--- config.mk ---
export PLATFORM = sky130hd
export DESIGN_NAME = cursor_key_ctrl_flat
export DESIGN_NICKNAME = d
export VERILOG_FILES = /design/src/rtl/cursor_key_ctrl_if.sv /design/src/rtl/cursor_key_ctrl.sv /design/src/flat_wrapper.sv
export SDC_FILE = /design/constraint.sdc
export NUM_CORES = 1
export LEC_CHECK = 0
export ABC_AREA = 1
export BUFFER_PORTS_ARGS = -buffer_cell sky130_fd_sc_hd__buf_2
export CAP_MARGIN = 5
export CELL_PAD_IN_SITES_DETAIL_PLACEMENT = 0
export CELL_PAD_IN_SITES_GLOBAL_PLACEMENT = 1
export CORE_MARGIN = 4
export CORE_UTILIZATION = 40
export CTS_CLUSTER_SIZE = 8
export DETAILED_ROUTE_END_ITERATION = 16
export GPL_TIMING_DRIVEN = 0
export PLACE_DENSITY_LB_ADDON = 0.12
export SETUP_SLACK_MARGIN = 0.4
export SLEW_MARGIN = 25
export SYNTH_ARGS = -nofsm -noshare
export SYNTH_HDL_FRONTEND = slang
export SYNTH_SLANG_ARGS = --single-unit
--- constraint.sdc ---
create_clock -name clk_10k -period 2.3 [get_ports clk_10k]
set_input_delay 0.345 -clock clk_10k [delete_from_list [all_inputs] [get_ports clk_10k]]
set_output_delay 0.345 -clock clk_10k [all_outputs]
set_load 0.03 [all_outputs]
--- src/rtl/cursor_key_ctrl_if.sv ---
// Front-panel key inputs and display-stage outputs of the cursor/zoom controller.
// The panel side (master) drives the raw active-low keys; the controller (slave) drives the rest.
interface cursor_key_ctrl_if;
  logic [1:0]  size_cg;
  logic        cs_cursor;
  logic        move_cursor;
  logic [1:0]  move_h;
  logic [1:0]  move_v;
  logic [1:0]  cs_sel;
  logic [11:0] cursor_u;
  logic [11:0] cursor_d;
  logic [11:0] cursor_l;
  logic [11:0] cursor_r;
  logic [9:0]  diff_t;
  logic [9:0]  diff_v;

  modport master (
    output size_cg, cs_cursor, move_cursor,
    input  move_h, move_v, cs_sel, cursor_u, cursor_d, cursor_l, cursor_r, diff_t, diff_v
  );

  modport slave (
    input  size_cg, cs_cursor, move_cursor,
    output move_h, move_v, cs_sel, cursor_u, cursor_d, cursor_l, cursor_r, diff_t, diff_v
  );
endinterface

--- src/rtl/cursor_key_ctrl.sv ---
// Debounces the four front-panel keys and maintains zoom shifts, cursor selection and positions.
// Define CURSOR_CLAMP_EN to saturate cursors at the screen edge instead of wrapping to the origin.
module cursor_key_ctrl #(
  parameter int unsigned DEB_CNT = 200,
  parameter int unsigned REP_CNT = 500,
  parameter int unsigned BORDER  = 44,
  parameter int unsigned SCREEN  = 512,
  parameter int unsigned UNIT    = 64
) (
  input  logic             clk_10k,
  input  logic             rst_n_wave,
  cursor_key_ctrl_if.slave bus
);

  localparam int unsigned DW = $clog2(DEB_CNT);
  localparam int unsigned RW = $clog2(REP_CNT);
  localparam logic [11:0] POS_MIN = 12'(BORDER);
  localparam logic [11:0] POS_MAX = 12'(BORDER + SCREEN - 1);
  localparam logic [11:0] POS_LO  = 12'(BORDER + 2 * UNIT);
  localparam logic [11:0] POS_HI  = 12'(BORDER + 6 * UNIT);
  localparam int K_V  = 0;
  localparam int K_H  = 1;
  localparam int K_CS = 2;
  localparam int K_MV = 3;

  typedef enum logic {REL = 1'b0, PRS = 1'b1} key_state_e;

  logic [3:0]    raw_s, sync1_q, sync2_q;
  key_state_e    state_q [4];
  key_state_e    state_d [4];
  logic [DW-1:0] deb_cnt_q [4];
  logic [DW-1:0] deb_cnt_d [4];
  logic [3:0]    press_d, press_q;
  logic [RW-1:0] rep_cnt_q, rep_cnt_d;
  logic          step_s;
  logic [1:0]    move_h_q, move_h_d, move_v_q, move_v_d, cs_sel_q, cs_sel_d;
  logic [11:0]   cur_q [4];
  logic [11:0]   cur_d [4];
  logic [9:0]    diff_t_q, diff_t_d, diff_v_q, diff_v_d;

  function automatic logic [11:0] next_pos(input logic [11:0] pos);
`ifdef CURSOR_CLAMP_EN
    next_pos = (pos >= POS_MAX) ? POS_MAX : pos + 12'd1;
`else
    next_pos = (pos >= POS_MAX) ? POS_MIN : pos + 12'd1;
`endif
  endfunction

  function automatic logic [9:0] abs_diff(input logic [11:0] a, input logic [11:0] b);
    abs_diff = (a > b) ? 10'(a - b) : 10'(b - a);
  endfunction

  assign raw_s = {bus.move_cursor, bus.cs_cursor, bus.size_cg[1], bus.size_cg[0]};

  // Two-flop synchronizers; released level is 1.
  always_ff @(posedge clk_10k or negedge rst_n_wave) begin
    if (!rst_n_wave) begin
      sync1_q <= 4'b1111;
      sync2_q <= 4'b1111;
    end else begin
      sync1_q <= raw_s;
      sync2_q <= sync1_q;
    end
  end

  // Per-key debounce FSM: a level change is accepted after DEB_CNT consecutive mismatch cycles.
  always_comb begin
    for (int k = 0; k < 4; k++) begin
      state_d[k]   = state_q[k];
      deb_cnt_d[k] = '0;
      press_d[k]   = 1'b0;
      case (state_q[k])
        REL: begin
          if (!sync2_q[k]) begin
            if (deb_cnt_q[k] == DW'(DEB_CNT - 1)) begin
              state_d[k] = PRS;
              press_d[k] = 1'b1;
            end else begin
              deb_cnt_d[k] = deb_cnt_q[k] + DW'(1);
            end
          end else begin
            deb_cnt_d[k] = '0;
          end
        end
        PRS: begin
          if (sync2_q[k]) begin
            if (deb_cnt_q[k] == DW'(DEB_CNT - 1)) begin
              state_d[k] = REL;
            end else begin
              deb_cnt_d[k] = deb_cnt_q[k] + DW'(1);
            end
          end else begin
            deb_cnt_d[k] = '0;
          end
        end
        default: state_d[k] = REL;
      endcase
    end
  end

  // Debounce state, counters and registered press pulses.
  always_ff @(posedge clk_10k or negedge rst_n_wave) begin
    if (!rst_n_wave) begin
      for (int k = 0; k < 4; k++) begin
        state_q[k]   <= REL;
        deb_cnt_q[k] <= '0;
      end
      press_q <= 4'b0000;
    end else begin
      for (int k = 0; k < 4; k++) begin
        state_q[k]   <= state_d[k];
        deb_cnt_q[k] <= deb_cnt_d[k];
      end
      press_q <= press_d;
    end
  end

  // Auto-repeat starts counting the cycle after the press step, so repeats sit REP_CNT apart.
  always_comb begin
    rep_cnt_d = '0;
    step_s    = press_q[K_MV];
    if ((state_q[K_MV] == PRS) && !press_q[K_MV]) begin
      if (rep_cnt_q == RW'(REP_CNT - 1)) begin
        rep_cnt_d = '0;
        step_s    = 1'b1;
      end else begin
        rep_cnt_d = rep_cnt_q + RW'(1);
      end
    end else begin
      rep_cnt_d = '0;
    end
  end

  // Zoom, selection and cursor next-state; a step uses the selection held before this cycle.
  always_comb begin
    move_h_d = move_h_q;
    move_v_d = move_v_q;
    cs_sel_d = cs_sel_q;
    for (int k = 0; k < 4; k++) begin
      cur_d[k] = cur_q[k];
    end
    if (press_q[K_H]) begin
      move_h_d = (move_h_q == 2'd2) ? 2'd0 : move_h_q + 2'd1;
    end else begin
      move_h_d = move_h_q;
    end
    if (press_q[K_V]) begin
      move_v_d = (move_v_q == 2'd2) ? 2'd0 : move_v_q + 2'd1;
    end else begin
      move_v_d = move_v_q;
    end
    if (press_q[K_CS]) begin
      cs_sel_d = cs_sel_q + 2'd1;
    end else begin
      cs_sel_d = cs_sel_q;
    end
    if (step_s) begin
      cur_d[cs_sel_q] = next_pos(cur_q[cs_sel_q]);
    end else begin
      cur_d[cs_sel_q] = cur_q[cs_sel_q];
    end
    diff_t_d = abs_diff(cur_q[0], cur_q[1]);
    diff_v_d = abs_diff(cur_q[2], cur_q[3]);
  end

  // Output registers.
  always_ff @(posedge clk_10k or negedge rst_n_wave) begin
    if (!rst_n_wave) begin
      rep_cnt_q <= '0;
      move_h_q  <= 2'd0;
      move_v_q  <= 2'd0;
      cs_sel_q  <= 2'd0;
      cur_q[0]  <= POS_LO;
      cur_q[1]  <= POS_HI;
      cur_q[2]  <= POS_LO;
      cur_q[3]  <= POS_HI;
      diff_t_q  <= 10'(POS_HI - POS_LO);
      diff_v_q  <= 10'(POS_HI - POS_LO);
    end else begin
      rep_cnt_q <= rep_cnt_d;
      move_h_q  <= move_h_d;
      move_v_q  <= move_v_d;
      cs_sel_q  <= cs_sel_d;
      for (int k = 0; k < 4; k++) begin
        cur_q[k] <= cur_d[k];
      end
      diff_t_q  <= diff_t_d;
      diff_v_q  <= diff_v_d;
    end
  end

  assign bus.move_h   = move_h_q;
  assign bus.move_v   = move_v_q;
  assign bus.cs_sel   = cs_sel_q;
  assign bus.cursor_u = cur_q[0];
  assign bus.cursor_d = cur_q[1];
  assign bus.cursor_l = cur_q[2];
  assign bus.cursor_r = cur_q[3];
  assign bus.diff_t   = diff_t_q;
  assign bus.diff_v   = diff_v_q;

endmodule

--- src/flat_wrapper.sv ---
// flat-port wrapper written by rule: the top's interface ports become plain ports
module cursor_key_ctrl_flat 
#(
  parameter int unsigned DEB_CNT = 200,
  parameter int unsigned REP_CNT = 500,
  parameter int unsigned BORDER  = 44,
  parameter int unsigned SCREEN  = 512,
  parameter int unsigned UNIT    = 64
)
  (clk_10k, rst_n_wave, bus_size_cg, bus_cs_cursor, bus_move_cursor, bus_move_h, bus_move_v, bus_cs_sel, bus_cursor_u, bus_cursor_d, bus_cursor_l, bus_cursor_r, bus_diff_t, bus_diff_v);
  cursor_key_ctrl_if bus_i ();
  input  logic clk_10k;
  input  logic rst_n_wave;
  input wire logic [$bits(bus_i.size_cg)-1:0] bus_size_cg;
  input wire logic [$bits(bus_i.cs_cursor)-1:0] bus_cs_cursor;
  input wire logic [$bits(bus_i.move_cursor)-1:0] bus_move_cursor;
  output wire logic [$bits(bus_i.move_h)-1:0] bus_move_h;
  output wire logic [$bits(bus_i.move_v)-1:0] bus_move_v;
  output wire logic [$bits(bus_i.cs_sel)-1:0] bus_cs_sel;
  output wire logic [$bits(bus_i.cursor_u)-1:0] bus_cursor_u;
  output wire logic [$bits(bus_i.cursor_d)-1:0] bus_cursor_d;
  output wire logic [$bits(bus_i.cursor_l)-1:0] bus_cursor_l;
  output wire logic [$bits(bus_i.cursor_r)-1:0] bus_cursor_r;
  output wire logic [$bits(bus_i.diff_t)-1:0] bus_diff_t;
  output wire logic [$bits(bus_i.diff_v)-1:0] bus_diff_v;
  assign bus_i.size_cg = bus_size_cg;
  assign bus_i.cs_cursor = bus_cs_cursor;
  assign bus_i.move_cursor = bus_move_cursor;
  assign bus_move_h = bus_i.move_h;
  assign bus_move_v = bus_i.move_v;
  assign bus_cs_sel = bus_i.cs_sel;
  assign bus_cursor_u = bus_i.cursor_u;
  assign bus_cursor_d = bus_i.cursor_d;
  assign bus_cursor_l = bus_i.cursor_l;
  assign bus_cursor_r = bus_i.cursor_r;
  assign bus_diff_t = bus_i.diff_t;
  assign bus_diff_v = bus_i.diff_v;
  cursor_key_ctrl #(.DEB_CNT(DEB_CNT), .REP_CNT(REP_CNT), .BORDER(BORDER), .SCREEN(SCREEN), .UNIT(UNIT)) u_core (.clk_10k(clk_10k), .rst_n_wave(rst_n_wave), .bus(bus_i));
endmodule
# Yosys cells after proc, flatten, opt, wreduce, memory -nomap -nowiden
# Cells that the tools add are included.
[op_classes] n_addsub=13 n_lt_le_gt_ge=5 muxes=57 n_reduce_logical=3 n_bitwise=5 eq_ne=7
[op_table] op="$bwmux 48" count=2
[op_table] op="$mux 8" count=12
[op_table] op="$pmux 8 s2" count=4
[op_table] op="$mux 12" count=4
[op_table] op="$mux 48" count=1
[op_table] op="$sub 10x10->10" count=4
[op_table] op="$add 8x1->8 const B" count=4
[op_table] op="$eq 8x8->1 const B" count=4
[op_table] op="$bmux 12 s2" count=1
[op_table] op="$demux 12 s2" count=1
[op_table] op="$gt 12x12->1" count=2
[op_table] op="$mux 1" count=22
[op_table] op="$mux 10" count=2
[op_table] op="$mux 9" count=2
[op_table] op="$add 12x1->12 const B" count=1
[op_table] op="$ge 12x10->1 const B" count=1
[op_table] op="$add 9x1->9 const B" count=1
[op_table] op="$eq 9x9->1 const B" count=1
[op_table] op="$pmux 1 s2" count=4
[op_table] op="$add 2x1->2 const B" count=3
[op_table] op="$eq 2x2->1 const B" count=2
[op_table] op="$mux 2" count=2
[op_table] op="$not 1->1" count=4
[op_table] op="$ge 3x3->1 const B" count=1
[op_table] op="other kinds (4)" count=5
[totals] in_bits=6 output_inout_bits=74 register_bits=131

# Longest topological paths before layout
# Gate-level depths: netlist of the first run.
[logic_depth] depth_word=8 ltp_mapped=17 mapped_depth_nobuf=15

# Least setup slack after synthesis of the first run
# No wires, ideal clock.
[synth_path] kind="register to register" start="register u_core.cur_q (netlist bit u_core.bus.cursor_l[0])" end="register u_core.diff_v_q[2] (netlist: u_core.bus.diff_v[2])" setup_ns=0.127 synth_period_minus_slack_ns=2.328 arrival_ns=2.200 path_slack_ns=-0.028 stages_incl_launch_ff=12 cell_sequence="dfrtp_1 inv_1 ha_1 fa_1 o21a_1 o21ai_0 nand2_1 o211ai_1 nand2_1 buf_4 nand2_1 o21ai_0"
[synth_between] elab_chain_len=2 word_cells_on_any_way=4
[synth_rtl] element="from (decl)" line="cursor_key_ctrl.sv:37" text="logic [11:0] cur_q [4];"
[synth_rtl] element="from (signal, indexed assignment)" line="cursor_key_ctrl.sv:185" text="cur_q[k] <= cur_d[k];"
[synth_rtl] element="$sub 10x10->10 / $gt 12x12->1 (equally long branches)" line="cursor_key_ctrl.sv:50" text="abs_diff = (a > b) ? 10'(a - b) : 10'(b - a);"
[synth_rtl] element="$mux 10 (*)" line="cursor_key_ctrl.sv:50"
[synth_rtl] element="net u_core.diff_v_d[2]" line="cursor_key_ctrl.sv:39" text="logic [9:0] diff_t_q, diff_t_d, diff_v_q, diff_v_d;"
[synth_rtl] element="to (signal assigned)" line="cursor_key_ctrl.sv:178" text="diff_v_q <= 10'(POS_HI - POS_LO);"
[synth_rtl] element="to (signal assigned)" line="cursor_key_ctrl.sv:188" text="diff_v_q <= diff_v_d;"
[synth_rtl] element="to (decl)" line="cursor_key_ctrl.sv:39"
# The timed path passes the listed nets; every way through them passes the cells marked *.
# A chain may end at the register's enable or synchronous reset.

# Final worst setup path of the first run
[layout_path] start="register u_core.cs_sel_q[0] (netlist: u_core.bus.cs_sel[0])" end="register u_core.cur_q (netlist bit u_core.bus.cursor_u[8])"
[layout_between] elab_chain_len=8 word_cells_on_any_way=15
[layout_rtl] element="from (decl)" line="cursor_key_ctrl.sv:36" text="logic [1:0] move_h_q, move_h_d, move_v_q, move_v_d, cs_sel_q, cs_sel_d;"
[layout_rtl] element="from (signal assigned)" line="cursor_key_ctrl.sv:183" text="cs_sel_q <= cs_sel_d;"
[layout_rtl] element="$not 2->3 (implied by the code) (*)" line="cursor_key_ctrl.sv:158, cursor_key_ctrl.sv:160"
[layout_rtl] element="$bmux 12 s2" line="cursor_key_ctrl.sv:158, cursor_key_ctrl.sv:160"
[layout_rtl] element="$mux 12 (implied by the code) (2 in series)" line="cursor_key_ctrl.sv:158, cursor_key_ctrl.sv:160"
[layout_rtl] element="$add 12x1->12 / $ge 12x10->1 (equally long branches)" line="cursor_key_ctrl.sv:45" text="next_pos = (pos >= POS_MAX) ? POS_MIN : pos + 12'd1;"
[layout_rtl] element="$mux 12" line="cursor_key_ctrl.sv:45"
[layout_rtl] element="$bwmux 48" line="cursor_key_ctrl.sv:158" text="cur_d[cs_sel_q] = next_pos(cur_q[cs_sel_q]);"
[layout_rtl] element="$mux 48 (*)" line="cursor_key_ctrl.sv:157" text="if (step_s) begin"
# Every way passes the cells marked *; elsewhere a longest branch is shown, timed or not. The select of a mux whose other input is x is not followed.

==> summary.md, run 1 <==
| Metric | Value |
|---|---|
| Status | complete, no violations |
| Leakage power | 5.89 nW |
| Worst hold stages | 1 |
| Hold Crit Start | bus_size_cg[1] |
| Worst hold margin | ~21 ps |
| Width of the die | 151 um |
| Share of cells above drive strength 1 | 0.287 |
| Pin count of the biggest net entering global routing | 75 |
| Worst-Margin Slew | 584 ps |
| Most common cell after layout, fill and taps aside | nand2_1 |
| R2R Path Start | u_core.bus.cs_sel[0]$_DFFE_PN0P_ |
| Complex-gate fraction of the synthesized area | 0.0787 |
| Dpl cell area | 0.00910 mm2 |
| WS Path Type | reg2reg |
| Post-layout util | 0.536 |
| Most frequent cells in the layout | nand2_1 (349), inv_1 (132), dfrtp_1 (93) |
| GRT Total Usage | 0.207 |
| Die Area | 0.0229 mm2 |
| CTS tree | built |
| Longest Clk Path Bufs | 2 |
| Reg-to-reg slack, setup | 10 ps |
| HPWL Detailed | 16.5 mm |
| Simple-gate portion of the synthesized area | 0.294 |
| I/O pin count | 80 |
| CORE AREA | ~0.02 mm2 |
| Initial core utilization | 0.407 |
| CP cell instances | buf_8, buf_12, o211ai_1, nand2_1, inv_2, ha_4, buf_6, nand3_4, nor2_4, nand4_1, nand2_1, inv_2, nand2_2, nand2_4, nand2_2, nand2_1 |
| Final Hold Viols | 0 |
| Slowest cell on the critical path | dfrtp_2 |
| Hold EP | u_core.sync1_q[1]$_DFF_PN1_ |
| First-pass GRT wire length | 36.8 mm |
| Routability cong. | about 0.85 |
| Mux cell area share after synthesis | 0 |
| # diodes | 0 |
| PortBufs | 79 |
| Reg clk slew, reported paths | 60 ps |
| Initial antenna violation count | 0 |
| Final worst path period need | 2290 ps |
| Final worst-path cycle share | 0.994 |
| Fin area | around 0.011 mm2 |
| Vias | 7,569 |
| Clock Skew | around 11 ps |
| F_max | roughly 440 MHz |
| #FFs+latches synth | approximately 130 |
| Residual DRC | 0 |
| Clock latency on the worst-skew pair | 430 ps |
| Pwr/cell area | 478 mW/mm2 |
| Drt initial violations | 422 |
| DIE HEIGHT | 151 um |
| Maximum net fanout on the critical path | 6 |
| GRT overflow | 0 |
| Final ANT Viol Nets | 0 |
| Vias in the first global route | 7,135 |
| Adder-cell share of the synthesized area | 0.0891 |
| Worst setup SP type | register |
| Sequential area share after synthesis | 0.404 |
| Largest family of logic cells by synthesized area | simple AND/OR/NAND/NOR gates |
| Final setup viols | 0 |
| Setup TNS | 0 ps |
| Worst reg2reg path depth | 16 |
| CTS Buf Count | 17 |
| Gate Count Post-Synth | roughly 1,100 |
| Nets | 1,343 |
| Avg Inst Size Synth | 7.37 um2 |
| Kind of capture point of the worst setup path | register |
| CTS root buffer | clkbuf_16 |
| Via density | approximately 4.8 |
| Area contributors post-synth | dfrtp_1 (31%), nand2_1 (18%), dfstp_2 (9.0%) |
| Worst Hold Class | in2reg |
| H-tree levels | 4 |
| Area leader, netlist | dfrtp_1 |
| Crit path largest cell delay | 440 ps |
| Worst Path Required | 2620 ps |
| Top cell by count, worst path | nand2_1 |
| Xor and xnor area share after synthesis | 0.0427 |
| Arrival time worst endpoint | around 2600 ps |
| Max_slew headroom | 0.610 |
| Final std cells w/o fill | 1,564 |
| MaxCap Viol Count | 0 |
| Reg2reg end | u_core.bus.cursor_u[8]$_DFFE_PN0P_ |
| WL/cell | 14.7 um |
| Area Growth Syn to Fin | 31.8% |
| Synth warnings | 0 |
| Clock sinks | 131 |
| Row count | 52 |
| RSZ-0062 raised after global routing | yes |
| Inst Count DP | 1,462 |
| Unique masters post-synth | 37 |
| Worst vdd ir | 0.436 mV |
| Synthesized area | 0.00820 mm2 |
| Max-slew violation count | 0 |
| DRT Pass-1 Iters | 5 |
| Total Wirelength | 23.0 mm |
| Setup crit start | u_core.bus.cs_sel[0]$_DFFE_PN0P_ |
| Synth top area share | 0.314 |
| Synthesized Nets | 1,174 |
-- timing repair --
item / CTS / global route
hold buffers: 3 / 0
cloned: 4 / 0
endpoints found under the hold margin: 52 / 0
setup buffers: 50 / 13
resized for setup: 95 / 73
endpoints found under the setup margin: 66 / 66
pin swaps: 27 / 35
-- worst max path at each step --
stage / endpoint / slack, ps / cells after the start
floorplan: u_core.bus.diff_t[2]$_DFF_PN0_ / 170 / 12
global placement: u_core.bus.cs_sel[1]$_DFFE_PN0P_ / -1250 / 1
detailed placement: u_core.bus.cursor_l[9]$_DFFE_PN0P_ / -130 / 15
CTS: u_core.bus.cursor_l[9]$_DFFE_PN0P_ / 40 / 15
global route: u_core.bus.cursor_r[1]$_DFFE_PN0P_ / -100 / 15
finish: u_core.bus.cursor_u[8]$_DFFE_PN0P_ / 10 / 16
-- layer usage --
metal  up-vias  wire, um  part of all wire  track usage
met1      3583     11500              0.50        0.306
met5         -         0                 0            0
met2       143     10300              0.45        0.318
met3        19       982             0.043       0.0347
met4         0       230             0.010       0.0462
li1       3824         -                 -            -
-- per-stage QoR --
stage / power [W] / setup WS, ps
after floorplan: 0.00242 / 174
after global placement: 0.00248 / -1250
after detailed placement: 0.00249 / -132
after CTS: 0.00523 / 39.5
after global routing: 0.00535 / -102
final: 0.00517 / 13.8
-- critical path: cells and delay by family (launching register included) --
family / cells / cell delay, ps
AOI/OAI and AO/OA: 1 / 220
adders and majority gates: 1 / 140
buffers and inverters: 5 / 480
DFF: 1 / 440
and+or+nand+nor: 9 / 880
-- flip-flops by register name, summed over array words and instances, names as in the netlist, 9 cells and up, named ones only --
signal               flops
u_core.bus.cursor_r     12
u_core.bus.cursor_u     12
u_core.deb_cnt_q        32
u_core.bus.cursor_d     12
u_core.rep_cnt_q         9
u_core.bus.diff_t       10
u_core.bus.cursor_l     12
u_core.bus.diff_v       10
-- Yosys cell counts, drive strengths merged --
cell type and n:
nand2 412, inv 146, dfrtp 103, nor2 83, nand3 58, ha 52, a21oi 50, o21ai 36
xor2 30, dfstp 28, buf 20, nor3 19, clkbuf 11, xnor2 10, and3 9, o211ai 6
o21a 6, a21o 5, nand4 5, nor3b 5, o31ai 5, fa 4, clkinv 3, o21bai 2
o221ai 2, a211oi 1, a31oi 1
-- cell type report --
type | instances | area [um2]
Fill cell | 2007 | 9360
Multi-Input combinational cell | 802 | 4660
Sequential cell | 131 | 3330
Timing Repair Buffer | 149 | 1030
Inverter | 149 | 574
Clock buffer | 19 | 453
Tap cell | 270 | 338
Buffer | 31 | 304
Clock inverter | 13 | 124
-- logic make-up (layout without fill, tap and decap cells) --
logic type	after synthesis	in the layout
buffers and inverters	180	361
flip-flops	131	131
AND/OR/NAND/NOR	591	592
XOR/XNOR	40	40
adder cells (fa/ha/maj)	56	56
AO/OA/AOI/OAI	114	114
-- where the power goes --
part / leakage [nW] / internal [W] / total (W) / switching (W)
Combinational: 3.91 / 0.0000294 / 0.000102 / 0.0000728
Sequential: 1.70 / 0.00234 / 0.00235 / 0.0000144
Clock: 0.282 / 0.00156 / 0.00272 / 0.00115
Total: 5.89 / 0.00393 / 0.00517 / 0.00124
(Power assumes the default switching activity.)
==> run 2: changes to the inputs <==
CORE_ASPECT_RATIO = 1.75   (was default)
GPL_TIMING_DRIVEN = default   (was 0)
==> summary.md, run 2 (synthesis gave the netlist of run 1 again) <==
| Metric | Value |
|---|---|
| Drt initial violations | 400 |
| Most frequent cells in the layout | nand2_1 (347), inv_1 (136), dfrtp_1 (92) |
| Worst Hold Class | in2reg |
| Max FFs per register | 32 |
| Reg2reg end | u_core.bus.cursor_l[8]$_DFFE_PN0P_ |
| Crit path largest cell delay | 460 ps |
| Worst reg2reg path depth | 14 |
| CTS Buf Count | 17 |
| Final worst-path cycle share | 0.970 |
| H-tree levels | 4 |
| CP top delay family | simple AND/OR/NAND/NOR gates |
| Final setup viols | 0 |
| Top cell by count, worst path | nand2_1 |
| Nets | 1,330 |
| Leakage power | 5.83 nW |
| Vias in the first global route | 7,477 |
| Filler instances | a little over 2,000 |
| CORE AREA | slightly above 0.02 mm2 |
| Largest register by flop count | u_core.deb_cnt_q |
| GRT Total Usage | 0.213 |
| Worst Path Required | 2620 ps |
| Longest Clk Path Bufs | 2 |
| # diodes | 0 |
| Area Growth Syn to Fin | 29.4% |
| Final Hold Viols | 0 |
| Clock Skew | between 7 and 8 ps |
| F_max | between 400 and 500 MHz |
| CTS root buffer | clkbuf_16 |
| Post-layout util | 0.525 |
| WS Path Type | reg2reg |
| Worst setup SP type | register |
| R2R Path Start | u_core.bus.cs_sel[0]$_DFFE_PN0P_ |
| Clock sinks | 131 |
| WL/cell | 15.6 um |
| Pin count of the biggest net entering global routing | 59 |
| Maximum net fanout on the critical path | 7 |
| Via density | 4.90 |
| RSZ-0062 raised after global routing | yes |
| Final worst path period need | between 2000 and 2500 ps |
| Reg clk slew, reported paths | 60 ps |
| Worst vdd ir | 0.546 mV |
| First-pass GRT wire length | 37.7 mm |
| I/O pin count | 80 |
| Reg-to-reg slack, setup | 70 ps |
| Pwr/cell area | 469 mW/mm2 |
| CTS tree | built |
| Row count | 69 |
| Initial core utilization | 0.406 |
| GRT overflow | 0 |
| Initial antenna violation count | 0 |
| Pre-CTS setup slack | -6.53 ps |
| PortBufs | 79 |
| Arrival time worst endpoint | 2550 ps |
| Vias | between 7,000 and 8,000 |
| CP cell instances | o211ai_1, nand2_1, inv_2, ha_4, inv_2, a21oi_2, nand2_1, nor2_2, nor2_4, buf_12, nand2_4, nand2_4, nand2_2, nand2_1 |
| Hold Crit Start | bus_size_cg[1] |
| Residual DRC | 0 |
| Total Wirelength | 23.8 mm |
| Die Area | 0.0229 mm2 |
| Final ANT Viol Nets | 0 |
| MaxCap Viol Count | 0 |
| Crit path buffers/inverters | 3 |
| Status | complete, no violations |
| Kind of capture point of the worst setup path | register |
| Clock latency on the worst-skew pair | 430 ps |
| HPWL Detailed | 18.2 mm |
| Hold EP | u_core.sync1_q[1]$_DFF_PN1_ |
| Worst hold stages | 1 |
| Max_slew headroom | 0.601 |
| Share of cells above drive strength 1 | 0.280 |
| Worst-Margin Slew | 599 ps |
| DIE HEIGHT | 197 um |
| Slowest cell on the critical path | dfrtp_2 |
| Most common cell after layout, fill and taps aside | nand2_1 |
| Max-slew violation count | 0 |
| Routability cong. | just under 0.9 |
| Width of the die | 116 um |
| DRT Pass-1 Iters | 4 |
| Final worst setup slack | 69.0 ps |
[run 2: changes by cell type in the layout (fill, tap and decap cells not counted), sizes merged, moves of 2 or more]
cell / previous run / this run
clkinv: 8 / 10
inv: 151 / 149
buf: 167 / 162
clkbuf: 28 / 20
[run 2: how the worst max path moves through the flow]
stage / to / from / depth (start not counted)
6_report: u_core.bus.cursor_l[8]$_DFFE_PN0P_ / u_core.bus.cs_sel[0]$_DFFE_PN0P_ / 14
5_1_grt: u_core.bus.cursor_r[4]$_DFFE_PN0P_ / u_core.bus.cs_sel[0]$_DFFE_PN0P_ / 14
3_5_place_dp: u_core.bus.cursor_r[9]$_DFFE_PN0P_ / u_core.bus.cs_sel[0]$_DFFE_PN0P_ / 13
2_1_floorplan: u_core.bus.diff_t[2]$_DFF_PN0_ / u_core.bus.cursor_d[3]$_DFFE_PN1P_ / 12
4_1_cts: u_core.bus.cursor_r[7]$_DFFE_PN1P_ / u_core.bus.cursor_d[1]$_DFFE_PN0P_ / 14
3_3_place_gp: u_core.bus.cursor_r[9]$_DFFE_PN0P_ / u_core.bus.cs_sel[0]$_DFFE_PN0P_ / 13
[run 2: timing repair]
| action | CTS | global route |
|---|---|---|
| setup buffers | 19 | 13 |
| endpoints found under the setup margin | 58 | 62 |
| hold buffers | 3 | 1 |
| cloned | 1 | 1 |
| resized for setup | 50 | 88 |
| endpoints found under the hold margin | 48 | 1 |
| pin swaps | 24 | 29 |
[run 2: power by group]
| part | total [W] | leakage, nW | internal, W | switching [W] |
|---|---|---|---|---|
| combinational | 0.000105 | 3.86 | 0.0000306 | 0.0000748 |
| clock | 0.00252 | 0.262 | 0.00142 | 0.00110 |
| sequential | 0.00235 | 1.70 | 0.00234 | 0.0000154 |
| total | 0.00498 | 5.83 | 0.00379 | 0.00119 |
[run 2: per-stage QoR]
stage,cell area (um2),cells,hold WS (ps),total power [W],TNS (ps)
floorplan,8330,1112,49.4,0.00242,0
global placement,9220,1459,347,0.00250,-8.49
detailed placement,9220,1459,348,0.00250,-6.53
CTS,10100,1514,2.04,0.00506,0
global route,10600,1529,10.1,0.00519,-80.2
finish,10600,1529,26.3,0.00498,0
[run 2: per-layer routing]
metal  vias to the layer above  wire (um)  GRT usage
met4                         0        795     0.0938
met3                        45        570     0.0340
met2                       120      13300      0.398
met1                      3544       9140      0.230
met5                         -          0          0
li1                       3778          -          -
[run 2: cell type report]
cell class,instances,area [um2],area share
multi-input combinational,802,4710,0.444
sequential,131,3330,0.313
timing repair buffer,167,1150,0.108
inverter,149,567,0.0534
clock buffer,19,443,0.0417
tap,248,310,0.0292
clock inverter,13,105,0.00990
==> run 3: changes to the inputs <==
RECOVER_POWER = 50   (was default)
==> summary.md, run 3 (synthesis gave the netlist of run 1 again) <==
| Metric | Value |
|---|---|
| Most common cell after layout, fill and taps aside | nand2_1 |
| H-tree levels | 4 |
| Via density | 4.89 |
| Crit path largest cell delay | 460 ps |
| DIE HEIGHT | 197 um |
| CTS root buffer | clkbuf_16 |
| Reg-to-reg slack, setup | 80 ps |
| CORE AREA | approximately 0.02 mm2 |
| Reg2reg end | u_core.bus.cursor_l[8]$_DFFE_PN0P_ |
| Clock latency on the worst-skew pair | roughly 430 ps |
| Die Area | 0.0229 mm2 |
| Worst-Margin Slew | ~1600 ps |
| Max_slew headroom | -0.0456 |
| Most frequent cells in the layout | nand2_1 (347), inv_1 (136), dfrtp_1 (92) |
| CTS Buf Count | 17 |
| Width of the die | 116 um |
| Max-slew violation count | 59 |
| Drt initial violations | 393 |
| GRT Total Usage | 0.213 |
| Vias | 7,482 |
| # diodes | 0 |
| Worst hold margin | 7.68 ps |
| Final worst path period need | 2220 ps |
| Vias in the first global route | between 7,000 and 8,000 |
| Final ANT Viol Nets | 0 |
| HPWL Detailed | about 18 mm |
| Setup crit start | u_core.bus.cs_sel[0]$_DFFE_PN0P_ |
| Longest Clk Path Bufs | 2 |
| PortBufs | 79 |
| Max FFs per register | 32 |
| Nets | 1,330 |
| Residual DRC | 0 |
| Area Growth Syn to Fin | 29.0% |
| Clock Skew | 8.98 ps |
| Total Wirelength | 23.8 mm |
| Kind of capture point of the worst setup path | register |
| Reg clk slew, reported paths | ~60 ps |
| F_max | 450 MHz |
| Final setup viols | 0 |
| CTS tree | built |
| WL/cell | 15.6 um |
| Final Hold Viols | 0 |
| Share of cells above drive strength 1 | 0.268 |
| Slowest cell on the critical path | dfrtp_2 |
| Maximum net fanout on the critical path | 7 |
| Multi-input gate area in the final layout | 0.00471 mm2 |
| I/O pin count | 80 |
| Register area | 0.00333 mm2 |
| Worst setup SP type | register |
| Pwr/cell area | 471 mW/mm2 |
| Status | finished with violations |
| Post-layout util | 0.524 |
| Worst reg2reg path depth | 14 |
| Worst setup endpoint | u_core.bus.cursor_l[8]$_DFFE_PN0P_ |
| MaxCap Viol Count | 1 |
| Worst Path Required | ~2600 ps |
| Final worst-path cycle share | 0.966 |
| Initial core utilization | 0.406 |
| Leakage power | 5.76 nW |
| Initial antenna violation count | 0 |
| First-pass GRT wire length | 37.7 mm |
| Row count | 69 |
| DRT Pass-1 Iters | 6 |
| GRT overflow | 0 |
| Clock sinks | about 130 |
| Arrival time worst endpoint | approximately 2500 ps |
| Top cell by count, worst path | nand2_1 |
| CP cell instances | o211ai_1, nand2_1, inv_2, ha_4, inv_2, a21oi_2, nand2_1, nor2_2, nor2_4, buf_12, nand2_4, nand2_4, nand2_2, nand2_1 |
| R2R Path Start | u_core.bus.cs_sel[0]$_DFFE_PN0P_ |
| Routability cong. | 0.876 |
| Pin count of the biggest net entering global routing | 59 |
| Largest register by flop count | u_core.deb_cnt_q |
| Worst vdd ir | 0.536 mV |
| Filler instances | 2,040 |
| Worst Hold Class | in2reg |
| Failing checks | capacitance limit, slew limit |
| WS Path Type | reg2reg |
| RSZ-0062 raised after global routing | yes |
## run 3: critical path: cells and delay by family (launching register included)
| kind | cells | cell delay, ps |
|---|---|---|
| AOI/OAI and AO/OA | 2 | 500 |
| buffers and inverters | 3 | 280 |
| DFF | 1 | 460 |
| and+or+nand+nor | 8 | 730 |
| adders and majority gates | 1 | 140 |
## run 3: how the worst min path moves through the flow
stage / depth (start not counted) / slack (ps) / start / end
global placement: 0 / 350 / u_core.sync1_q[1]$_DFF_PN1_ / u_core.sync2_q[1]$_DFF_PN1_
floorplan: 0 / 50 / rst_n_wave / asynchronous set/reset pin
CTS: 1 / 2 / bus_size_cg[0] / u_core.sync1_q[0]$_DFF_PN1_
global route: 1 / -3 / bus_size_cg[1] / u_core.sync1_q[1]$_DFF_PN1_
detailed placement: 0 / 350 / u_core.sync1_q[1]$_DFF_PN1_ / u_core.sync2_q[1]$_DFF_PN1_
finish: 1 / 8 / bus_size_cg[1] / u_core.sync1_q[1]$_DFF_PN1_
## run 3: cell type report
cell class	count	share of cell area
well taps	248	0.0293
clock buffers	19	0.0419
multi-input cells	802	0.445
inverters	149	0.0536
clock inverters	13	0.00994
flip-flops and latches	131	0.315
repair buffers	167	0.106
## run 3: stage by stage
step | area, um2 | std cells | total power (W) | worst slack, ps | setup TNS (ps)
3_5_place_dp | 9220 | 1459 | 0.00250 | -6.53 | -6.53
5_1_grt | 10600 | 1529 | 0.00518 | -14.4 | -80.2
2_1_floorplan | 8330 | 1112 | 0.00242 | 174 | 0
3_3_place_gp | 9220 | 1459 | 0.00250 | -7.09 | -8.49
6_report | 10600 | 1529 | 0.00498 | 77.7 | 0
4_1_cts | 10100 | 1514 | 0.00506 | 134 | 0
## run 3: per-layer routing
layer,vias up,GRT usage,wire [um]
met3,43,0.0340,567
li1,3782,-,-
met4,0,0.0938,793
met2,114,0.398,13300
met5,-,0,0
met1,3543,0.230,9200
## run 3: repair_timing
item / in CTS / in global routing
gates cloned: 1 / 1
resized for setup: 50 / 88
setup endpoints to repair: 58 / 62
hold buffers: 3 / 1
setup buffers: 19 / 13
endpoints found under the hold margin: 48 / 1
pin swaps: 24 / 29
## run 3: power breakdown
part	switching (W)	internal, W	leakage [nW]
Combinational	0.0000743	0.0000277	3.80
Clock	0.00111	0.00142	0.262
Sequential	0.0000154	0.00234	1.70
